===== src/rtl/fetch_stage.sv =====
// Instruction-fetch stage: issues imem reads for pc_in, absorbs memory wait
// states, parks a returned word in a one-entry skid buffer while decode is
// stalled, and loads the IF/ID pipeline register.
module fetch_stage #(
  parameter int N  = 32,
  parameter int CW = 16
) (
  input  logic          clock,
  input  logic          reset,
  input  logic [N-1:0]  pc_in,
  input  logic          hold_in,
  input  logic          flush_in,
  output logic          imem_req,
  output logic [N-1:0]  imem_addr,
  input  logic          imem_ready,
  input  logic [N-1:0]  imem_rdata,
  output logic          fetch_stall,
  output logic          fetch_err,
  output logic [N-1:0]  if_id_instr,
  output logic [N-1:0]  if_id_pc4,
  output logic          if_id_valid,
  output logic [CW-1:0] stall_cycles
);

  typedef enum logic {
    ISSUE = 1'b0,
    HOLD  = 1'b1
  } state_t;

  state_t        state;
  logic [N-1:0]  skid_instr;
  logic [N-1:0]  skid_pc4;
  logic          skid_full;
  logic          pc_aligned;
  logic [N-1:0]  pc_plus4;

  assign pc_aligned = (pc_in[1:0] == 2'b00);
  assign pc_plus4   = pc_in + N'(4);
  assign imem_addr  = pc_in;

  // Request, stall-back-to-PC and misalignment pulse are all decoded from the current state and inputs
  always_comb begin
    imem_req    = 1'b0;
    fetch_err   = 1'b0;
    fetch_stall = 1'b0;
    if (!reset) begin
      if (state == ISSUE) begin
        imem_req    = pc_aligned && !flush_in;
        fetch_err   = !pc_aligned && !flush_in;
        fetch_stall = pc_aligned && !flush_in && !imem_ready;
      end else begin
        fetch_stall = !flush_in;
      end
    end
  end

  // Fetch FSM: flush wins, HOLD drains the skid buffer, ISSUE loads IF/ID or parks the word
  always_ff @(posedge clock or posedge reset) begin
    if (reset) begin
      state       <= ISSUE;
      if_id_instr <= '0;
      if_id_pc4   <= '0;
      if_id_valid <= 1'b0;
      skid_instr  <= '0;
      skid_pc4    <= '0;
      skid_full   <= 1'b0;
    end else if (flush_in) begin
      state       <= ISSUE;
      if_id_instr <= '0;
      if_id_valid <= 1'b0;
      skid_full   <= 1'b0;
    end else if (state == HOLD) begin
      if (!hold_in) begin
        if_id_instr <= skid_instr;
        if_id_pc4   <= skid_pc4;
        if_id_valid <= 1'b1;
        skid_full   <= 1'b0;
        state       <= ISSUE;
      end
    end else if (!pc_aligned) begin
      if (!hold_in) begin
        if_id_instr <= '0;
        if_id_valid <= 1'b0;
      end
    end else if (imem_ready) begin
      if (!hold_in) begin
        if_id_instr <= imem_rdata;
        if_id_pc4   <= pc_plus4;
        if_id_valid <= 1'b1;
      end else begin
        skid_instr <= imem_rdata;
        skid_pc4   <= pc_plus4;
        skid_full  <= 1'b1;
        state      <= HOLD;
      end
    end else if (!hold_in) begin
      if_id_instr <= '0;
      if_id_valid <= 1'b0;
    end
  end

  // Saturating count of cycles in which the PC was told to hold
  always_ff @(posedge clock or posedge reset) begin
    if (reset) begin
      stall_cycles <= '0;
    end else if (fetch_stall && (stall_cycles != {CW{1'b1}})) begin
      stall_cycles <= stall_cycles + CW'(1);
    end
  end

endmodule


===== config.mk =====
export PLATFORM = sky130hd
export DESIGN_NAME = fetch_stage
export DESIGN_NICKNAME = d
export VERILOG_FILES = /design/src/rtl/fetch_stage.sv
export SDC_FILE = /design/constraint.sdc
export NUM_CORES = 1
export LEC_CHECK = 0
export ABC_CLOCK_PERIOD_IN_PS = 8070
export BUFFER_PORTS_ARGS = -buffer_cell sky130_fd_sc_hd__buf_2
export CORE_MARGIN = 10
export CORE_UTILIZATION = 49
export DETAILED_ROUTE_END_ITERATION = 8
export HOLD_SLACK_MARGIN = 0.1
export PLACE_DENSITY = 0.86
export SLEW_MARGIN = 0
export SYNTH_ARGS = -nofsm -noshare
export SYNTH_HDL_FRONTEND = slang
export SYNTH_SLANG_ARGS = --single-unit

===== constraint.sdc =====
create_clock -name clock -period 8.07 [get_ports clock]
set_clock_uncertainty 0.15 [all_clocks]
set_input_delay 0.4035 -clock clock [delete_from_list [all_inputs] [get_ports clock]]
set_output_delay 0.4035 -clock clock [all_outputs]
set_load 0.05 [all_outputs]

==> flow_metrics.tcl, run 1 <==
set metrics [dict create \
    die_h_um 142.8 \
    period_needed_ps 3719 \
    synth.yosys.warnings 0 \
    gp_congestion 0.9134 \
    dr.pass1.iters 6 \
    synth_area_um2 7385 \
    root_buffer "clkbuf_16" \
    initial_core_util 0.5043 \
    hold_start "pc_in[31]" \
    cts_hold_buf 34 \
    rsz0062_at_grt "no" \
    p_per_area_nw_per_um2 243.3 \
    p_clk_frac 0.353 \
    critPathSlowestCell "dfrtp_4" \
    slew_violations 0 \
    synthArstFlopShare 1.000 \
    synth_area_per_cell_um2 8.373 \
    nFillCells 1237 \
    rows 44 \
    finalNonFillerCells 1234 \
    slew_headroom 0.1886 \
    drc 0 \
    hold_slack_ps 145.7 \
    cp_cell_sequence "inv_1 -> a21boi_1 -> nand2_1 -> o41a_1 -> nand2_1" \
    crit_fanout 115 \
    hp-class "in2reg" \
    hold_depth 3 \
    cts_setup_buffers 0 \
    dieArea_um2 20380 \
    intPower_mw 1.472 \
    setup_viol 0 \
    critPathMaxStageDelay_ps 1160 \
    cts_made_buffers 17 \
    clock_path_buffers 2 \
    layout_commonest_cell "nand2_1" \
    fmax_ghz 0.2689 \
    syn2layout_area_growth_pct 23.08 \
    synth_ff_type "dfrtp_1" \
    regToRegSetupSlack_ps 4350 \
    crit_family "compound AO/OA/AOI/OAI gates" \
    fin_crit_sh 0.4608 \
    vias 6983 \
    portBuffers 184 \
    grt_pass1_vias 6800 \
    tns_ps 0 \
    grt_max_degree 116 \
    die_w_um 142.8 \
    io_pins 185 \
    cts_tree "built" \
    rr_worst_depth 5 \
    hpwl_um 13810 \
    clock_sinks 146 \
    pwr-share-comb 0.230 \
    synth_edf_count 0 \
    overflow 0 \
    switching_share 0.3343 \
    ant_nets 0 \
    numPlacedInstances 1168 \
    clk_latency_ps 420 \
    wl_per_cell_um 17.48 \
    power_frac_seq 0.417 \
    finalPower_mw 2.211 \
    vdd_drop_max_mv 0.1850 \
    end_kind "flop" \
    clk_pin_slew_worst_paths_ps 60 \
    rr_startpoint "state" \
    final_cell_mix "nand2_1, buf_2, dfrtp_1" \
    core_um2 14640 \
    critPathKind "reg2reg" \
    grt_pass1_wl_um 34290 \
    cp_num_buf_inv 1 \
    hold_viol 0 \
    worstReg2RegEnd "if_id_pc4[31]" \
    antenna_found_initial 1 \
    drive_gt1_frac 0.2214 \
    start_kind "flop" \
    syn-num-nets 953 \
    min_to "skid_pc4[31]" \
    p_leak_nw 4.354 \
    first_iter_violations 611 \
    synth.lib_cells_used.distinct 42 \
    drt-total-wl_um 21570 \
    vias_per_cell 5.659 \
    status "finished clean" \
    synth_cells 882 \
    seq_area_frac_synth 0.4947 \
    worstPathRequired_ps 8280 \
    final_nets 1108 \
    ys_ff_latch 146 \
    switchingPower_mw 0.7393 \
    maxCapViolations 0 \
    cts-resized-gates 0 \
    crit_top_cell "nand2_1" \
    track_usage 0.2079 \
    htree_levels 4 \
    worst_slew_pin_slew_ps 1217 \
    crit_arrival_ps 3930 \
]
cells in the mapped netlist (2+ instances only):
| cell type | count | area share |
|---|---|---|
| nand2_1 | 233 | 0.12 |
| dfrtp_1 | 146 | 0.49 |
| a21oi_1 | 86 | 0.058 |
| o21ai_0 | 85 | 0.058 |
| clkbuf_1 | 49 | 0.025 |
| nand3_1 | 47 | 0.032 |
| buf_4 | 32 | 0.033 |
| nor2_1 | 31 | 0.016 |
| xnor2_1 | 21 | 0.025 |
| nor3_1 | 20 | 0.014 |
| nand4_1 | 15 | 0.013 |
| nor4_1 | 13 | 0.011 |
| and3_1 | 12 | 0.010 |
| inv_1 | 12 | 0.0061 |
| xor2_1 | 12 | 0.014 |
| o31a_1 | 8 | 0.0095 |
| o31ai_1 | 7 | 0.0071 |
| buf_1 | 6 | 0.0030 |
| and4_1 | 5 | 0.0059 |
| mux2_2 | 4 | 0.0061 |
| nand2b_1 | 4 | 0.0034 |
| and2_1 | 3 | 0.0025 |
| mux2i_1 | 3 | 0.0041 |
| nor3b_1 | 3 | 0.0030 |
| or4_1 | 3 | 0.0030 |
| a21o_1 | 2 | 0.0020 |
| a32o_1 | 2 | 0.0027 |
| ha_1 | 2 | 0.0034 |
| or2_2 | 2 | 0.0017 |
| or3_1 | 2 | 0.0017 |
area by class of cell:
cell class	instances	area, um^2	share of cell area
Clock buffer	25	505.5	0.05562
Inverter	12	50.05	0.005507
Sequential cell	146	3657	0.4024
Antenna cell	2	5.005	0.0005507
Clock inverter	5	75.07	0.008260
Tap cell	184	230.2	0.02533
Timing Repair Buffer	224	1306	0.1437
Multi-Input combinational cell	636	3259	0.3586
state kept, by name (all words and copies together), names as in the netlist:
register      cells
state             1
if_id_valid       1
skid_instr       32
if_id_pc4        32
if_id_instr      32
stall_cycles     16
skid_pc4         32
cells by family after synthesis:
kind of cell / after synthesis / synth area share
mux: 7 / 0.01017
buf+inv: 100 / 0.06811
xor+xnor: 33 / 0.03914
fa+ha+maj: 2 / 0.003388
simple gates: 396 / 0.2391
flops: 146 / 0.4947
compound gates: 198 / 0.1454
worst max path at each step:
stage / start / end / slack [ps] / cells past startpoint
after floorplan: reset / imem_req / 3260 / 2
after global placement: state / if_id_pc4[31] / 4600 / 5
after detailed placement: state / if_id_pc4[31] / 4520 / 5
after CTS: state / if_id_pc4[31] / 4510 / 5
after global routing: state / if_id_pc4[31] / 4190 / 5
final: state / if_id_pc4[31] / 4350 / 5
worst reg2reg max path, cell delays in order, from the launching register on:
cell and delay (ps):
dfrtp_4 1160, inv_1 610, a21boi_1 730, nand2_1 470
o41a_1 480, nand2_1 60
power by group through the flow:
stage                     Clock [mW]  Combinational (mW)  Sequential, mW
after floorplan                    0               0.192            1.09
after global placement             0               0.487           0.928
after detailed placement           0               0.498           0.932
after CTS                      0.789               0.512           0.920
after global routing           0.817               0.550           0.936
final                          0.780               0.509           0.922
metrics by stage:
step | utilization | cell area, um^2 | setup WS [ps]
global placement | 0.5574 | 8163 | 4600
finish | 0.6206 | 9089 | 4351
global route | 0.6205 | 9086 | 4189
floorplan | - | 7385 | 3258
CTS | 0.6203 | 9084 | 4514
detailed placement | 0.5574 | 8163 | 4517
metal layers:
layer | global-route usage | share of wire
met5 | 0 | 0
met4 | 0.09935 | 0.034
met3 | 0.04809 | 0.075
met2 | 0.3297 | 0.47
met1 | 0.2636 | 0.42
Power figures use the tool's default switching activity.
==> run 2, diff against run 1 <==
Settings changed: ABC_CLOCK_PERIOD_IN_PS 8070 to 3800.
Clock period 8.07 ns to 3.8 ns, I/O delays scaled along.
==> run 2 against run 1 <==
Compared with the run above: count of clock-buffer cells in the layout decreased by 6; sequential power increased by 110%; critical path depth is 4 higher; die area did not move; register-to-register slack lost 3200 ps; global-route usage rose by 1.1 points; clock power grew 110%; routed wire length grew 5.4%; setup slack worse by 4000 ps; sequential share of layout area fell by 1.7 points; power up 110%.
==> flow_metrics.tcl, run 2 (synthesis results as in run 1) <==
set metrics [dict create \
    status "finished clean" \
    rsz0062_at_grt "no" \
    vias 7321 \
    tns_ps 0 \
    final_nets 1146 \
    grt_pass1_wl_um 35910 \
    power_frac_seq 0.415 \
    switching_share 0.3455 \
    antenna_found_initial 3 \
    critPathSlowestCell "or4_4" \
    hold_viol 0 \
    intPower_mw 3.090 \
    rows 44 \
    switchingPower_mw 1.631 \
    worstPathRequired_ps 3970 \
    worstReg2RegEnd "skid_pc4[31]" \
    design_area_um2 9485 \
    drt-total-wl_um 22730 \
    clk_pin_slew_worst_paths_ps 60 \
    cp.depth 9 \
    wl_per_cell_um 17.78 \
    regToRegSetupSlack_ps 1150 \
    worst_slew_pin_slew_ps 1192 \
    min_to "stall_cycles[12]" \
    root_buffer "clkbuf_16" \
    htree_levels 4 \
    cp_num_buf_inv 4 \
    vdd_drop_max_mv 0.3580 \
    cts_setup_buffers 0 \
    dr.pass1.iters 5 \
    cts-resized-gates 0 \
    crit_top_cell "dlygate4sd3_1" \
    drc 0 \
    io_pins 185 \
    critPathKind "in2reg" \
    finalNonFillerCells 1278 \
    die_w_um 142.8 \
    rr_worst_depth 6 \
    layout_commonest_cell "nand2_1" \
    first_iter_violations 829 \
    p_per_area_nw_per_um2 497.7 \
    portBuffers 184 \
    hpwl_um 14450 \
    core_um2 14640 \
    fin_util 0.6477 \
    crit_arrival_ps 3660 \
    cts_made_buffers 17 \
    rr_startpoint "state" \
    cts_hold_buf 70 \
    grt_max_degree 147 \
    gp_congestion 0.9162 \
    p_leak_nw 4.495 \
    fin_crit_sh 0.9206 \
    ant_nets 0 \
    placed_area_um2 8189 \
    fmax_ghz 0.2859 \
    slew_headroom 0.2054 \
    die_h_um 142.8 \
    hp-class "in2reg" \
    drive_gt1_frac 0.2188 \
    track_usage 0.2186 \
    p_clk_frac 0.347 \
    crit_fanout 18 \
    final_cell_mix "nand2_1, buf_2, dfrtp_1" \
    slew_violations 0 \
    finalPower_mw 4.721 \
    syn2layout_area_growth_pct 28.45 \
    clock_sinks 146 \
    cp_cell_sequence "dlygate4sd3_1 -> buf_2 -> nand4_1 -> or4_4 -> or3_4 -> o31ai_1 -> dlygate4sd3_1 -> a31oi_1 -> dlygate4sd3_1" \
    cts_tree "built" \
    grt_pass1_vias 7158 \
    hold_start "imem_ready" \
    maxCapViolations 0 \
    hold_depth 6 \
    initial_core_util 0.5043 \
    numPlacedInstances 1170 \
    setup_viol 0 \
    crit_family "buffers and inverters" \
    dieArea_um2 20380 \
    end_kind "flop" \
    vias_per_cell 5.728 \
    clk_latency_ps 430 \
    pwr-share-comb 0.238 \
    period_needed_ps 3498 \
    critPathMaxStageDelay_ps 690 \
    overflow 0 \
    start_kind "input pin" \
    clock_path_buffers 2 \
]
==> run 2: worst max path at each step <==
stage	startpoint	endpoint	slack, ps
3_3_place_gp	hold_in	if_id_pc4[31]	1150
5_1_grt	pc_in[10]	skid_pc4[31]	150
6_report	pc_in[9]	skid_pc4[31]	300
4_1_cts	pc_in[9]	skid_pc4[31]	360
2_1_floorplan	reset	imem_req	500
3_5_place_dp	hold_in	if_id_pc4[31]	1110
==> run 2: tightest hold or removal path, stage by stage <==
cell and delay [ps]:
buf_2 90, nor3_1 50, o211ai_1 260, nor3_1 80, nand2_1 70, xnor2_1 60
==> run 2: power by group through the flow <==
stage	clock network, mW	registers (mW)	logic, mW
3_3_place_gp	0	1.97	1.04
3_5_place_dp	0	1.98	1.06
2_1_floorplan	0	2.32	0.409
6_report	1.64	1.96	1.12
4_1_cts	1.65	1.95	1.12
5_1_grt	1.73	1.98	1.21
==> run 2: final cells by class <==
| class | instances | area (um^2) |
|---|---|---|
| fill | 1136 | 5159 |
| sequential | 146 | 3657 |
| multi-input combinational | 636 | 3259 |
| timing repair buffer | 262 | 1694 |
| clock buffer | 19 | 442.9 |
| tap | 184 | 230.2 |
| clock inverter | 13 | 137.6 |
| inverter | 12 | 48.80 |
| antenna | 6 | 15.01 |
==> run 2: stage by stage <==
step,hold WS (ps),setup WS (ps)
finish,286.1,301.7
CTS,263.6,362.4
detailed placement,250.5,1107
global placement,248.0,1152
floorplan,106.4,498.7
global route,335.9,145.2
==> run 2: layer usage <==
metal,share of wire,vias up,wire (um),track usage
met2,0.49,393,11060,0.3565
met3,0.079,91,1806,0.05705
met4,0.047,0,1072,0.1374
met5,0,-,0,0
li1,-,3371,-,-
met1,0.39,3466,8789,0.2523
==> run 3, diff against run 2 <==
Settings changed: CELL_PAD_IN_SITES_DETAIL_PLACEMENT from default to 1, CELL_PAD_IN_SITES_GLOBAL_PLACEMENT from default to 2, CORE_UTILIZATION 49 to 31, PLACE_DENSITY 0.86 to 0.92, REMOVE_ABC_BUFFERS from default to 1.
==> run 3 against run 2 <==
Compared with the run above: die area up 49%; largest power group unchanged; critical endpoint unchanged; final area grew 1.8%; fmax up 0.99%; hold slack got worse by 180 ps; first-iteration DRC count fell by 55%; flip-flop and latch count unchanged; core utilization is 24 points lower; count of clock-buffer cells in the layout stayed put.
==> flow_metrics.tcl, run 3 (synthesis results as in run 1) <==
set metrics [dict create \
    numPlacedInstances 1309 \
    portBuffers 184 \
    worst_slew_pin_slew_ps 950.5 \
    hold_slack_ps 105.8 \
    vdd_drop_max_mv 0.2126 \
    fmax_ghz 0.2887 \
    slew_violations 0 \
    die_h_um 174.3 \
    switchingPower_mw 1.657 \
    p_clk_frac 0.361 \
    vias_per_cell 5.003 \
    die_w_um 174.3 \
    first_iter_violations 374 \
    dr.pass1.iters 4 \
    slew_headroom 0.3664 \
    finalPower_mw 4.817 \
    maxCapViolations 0 \
    core_um2 23470 \
    tns_ps 0 \
    vias 7044 \
    rsz0062_at_grt "no" \
    end_kind "flop" \
    intPower_mw 3.160 \
    grt_pass1_wl_um 40770 \
    drc 0 \
    fin_crit_sh 0.9116 \
    worstPathRequired_ps 3950 \
    grt_max_degree 78 \
    start_kind "input pin" \
    clock_sinks 146 \
    power_frac_seq 0.405 \
    period_needed_ps 3464 \
    drt-total-wl_um 25200 \
    layout_commonest_cell "nand2_1" \
    rows 56 \
    crit_fanout 18 \
    hp-class "in2reg" \
    clock_path_buffers 2 \
    final_cell_mix "nand2_1, buf_2, dfrtp_1" \
    root_buffer "clkbuf_16" \
    cts_setup_buffers 0 \
    hold_viol 0 \
    gp_congestion 0.8173 \
    syn2layout_area_growth_pct 30.70 \
    initial_core_util 0.3146 \
    clk_latency_ps 420 \
    finalNonFillerCells 1408 \
    pwr-share-comb 0.234 \
    overflow 0 \
    p_per_area_nw_per_um2 499.1 \
    wl_per_cell_um 17.89 \
    dieArea_um2 30390 \
    setup_viol 0 \
    p_leak_nw 4.518 \
    critPathKind "in2reg" \
    clk_pin_slew_worst_paths_ps 70 \
    cts_made_buffers 17 \
    antenna_found_initial 1 \
    track_usage 0.1642 \
    ant_nets 0 \
    cts_tree "built" \
    switching_share 0.3439 \
    drive_gt1_frac 0.2224 \
    grt_pass1_vias 7473 \
    final_nets 1147 \
    status "finished clean" \
    htree_levels 4 \
    crit_arrival_ps 3620 \
    hpwl_um 16390 \
    fin_util 0.4112 \
    io_pins 185 \
]
run 3: changes by cell type in the layout (fill, tap and decap cells not counted), moves of 3 or more:
| cell | before | now |
|---|---|---|
| buf_4 | 7 | 12 |
| diode_2 | 6 | 1 |
| clkinvlp_4 | 7 | 3 |
| dlygate4sd3_1 | 70 | 67 |
| inv_6 | 0 | 3 |
run 3: metrics by stage:
| step | area, um^2 | worst slack, ps |
|---|---|---|
| 2_1_floorplan | 6927 | -1417 |
| 3_3_place_gp | 8378 | 1302 |
| 3_5_place_dp | 8378 | 1300 |
| 4_1_cts | 9649 | 380.1 |
| 5_1_grt | 9649 | 203.4 |
| 6_report | 9652 | 336.0 |
run 3: path summary, 6_finish.rpt:
path / startpoint / to / slack (ps) / cells after the start
setup / recovery: pc_in[15] / skid_pc4[31] / 340 / 9
hold / removal: hold_in / if_id_pc4[25] / 110 / 4
setup reg to reg: state / skid_pc4[31] / 960 / 4
hold reg to reg: skid_pc4[26] / skid_pc4[26] / 320 / 2
max in group asynchronous: reset / state / 2030 / 4
min in group asynchronous: reset / stall_cycles[1] / 230 / 3
run 3: critical path: stages:
cell,delay [ps]
dlygate4sd3_1,520
buf_2,150
nand4_1,190
or4_4,660
or3_4,420
o31ai_1,230
dlygate4sd3_1,570
a31oi_1,70
dlygate4sd3_1,600
run 3: routing by layer:
layer,wire (um),up-vias,track usage,part of all wire
met5,0,-,0,0
met4,310,0,0.04560,0.012
met3,1449,20,0.04464,0.058
met2,12380,172,0.2843,0.49
met1,11060,3482,0.1953,0.44
li1,-,3370,-,-
run 3: power groups by stage:
stage | clock, mW | combinational [mW] | sequential [mW]
floorplan | 0 | 0.301 | 2.33
global placement | 0 | 1.07 | 1.97
detailed placement | 0 | 1.09 | 1.98
CTS | 1.78 | 1.15 | 1.95
global route | 1.85 | 1.23 | 1.98
finish | 1.74 | 1.13 | 1.95
run 3: timing repair:
item | CTS | global route
resized for setup | 0 | 0
hold buffers | 67 | 0
hold endpoints to repair | 150 | 0
run 3: final cells by class:
type	instances	area (um^2)
multi-input combinational	636	3261
fill	2787	13820
inverter	12	50.05
clock inverter	12	157.7
timing repair buffer	263	1682
clock buffer	19	442.9
antenna	1	2.502
sequential	146	3657
tap	319	399.1
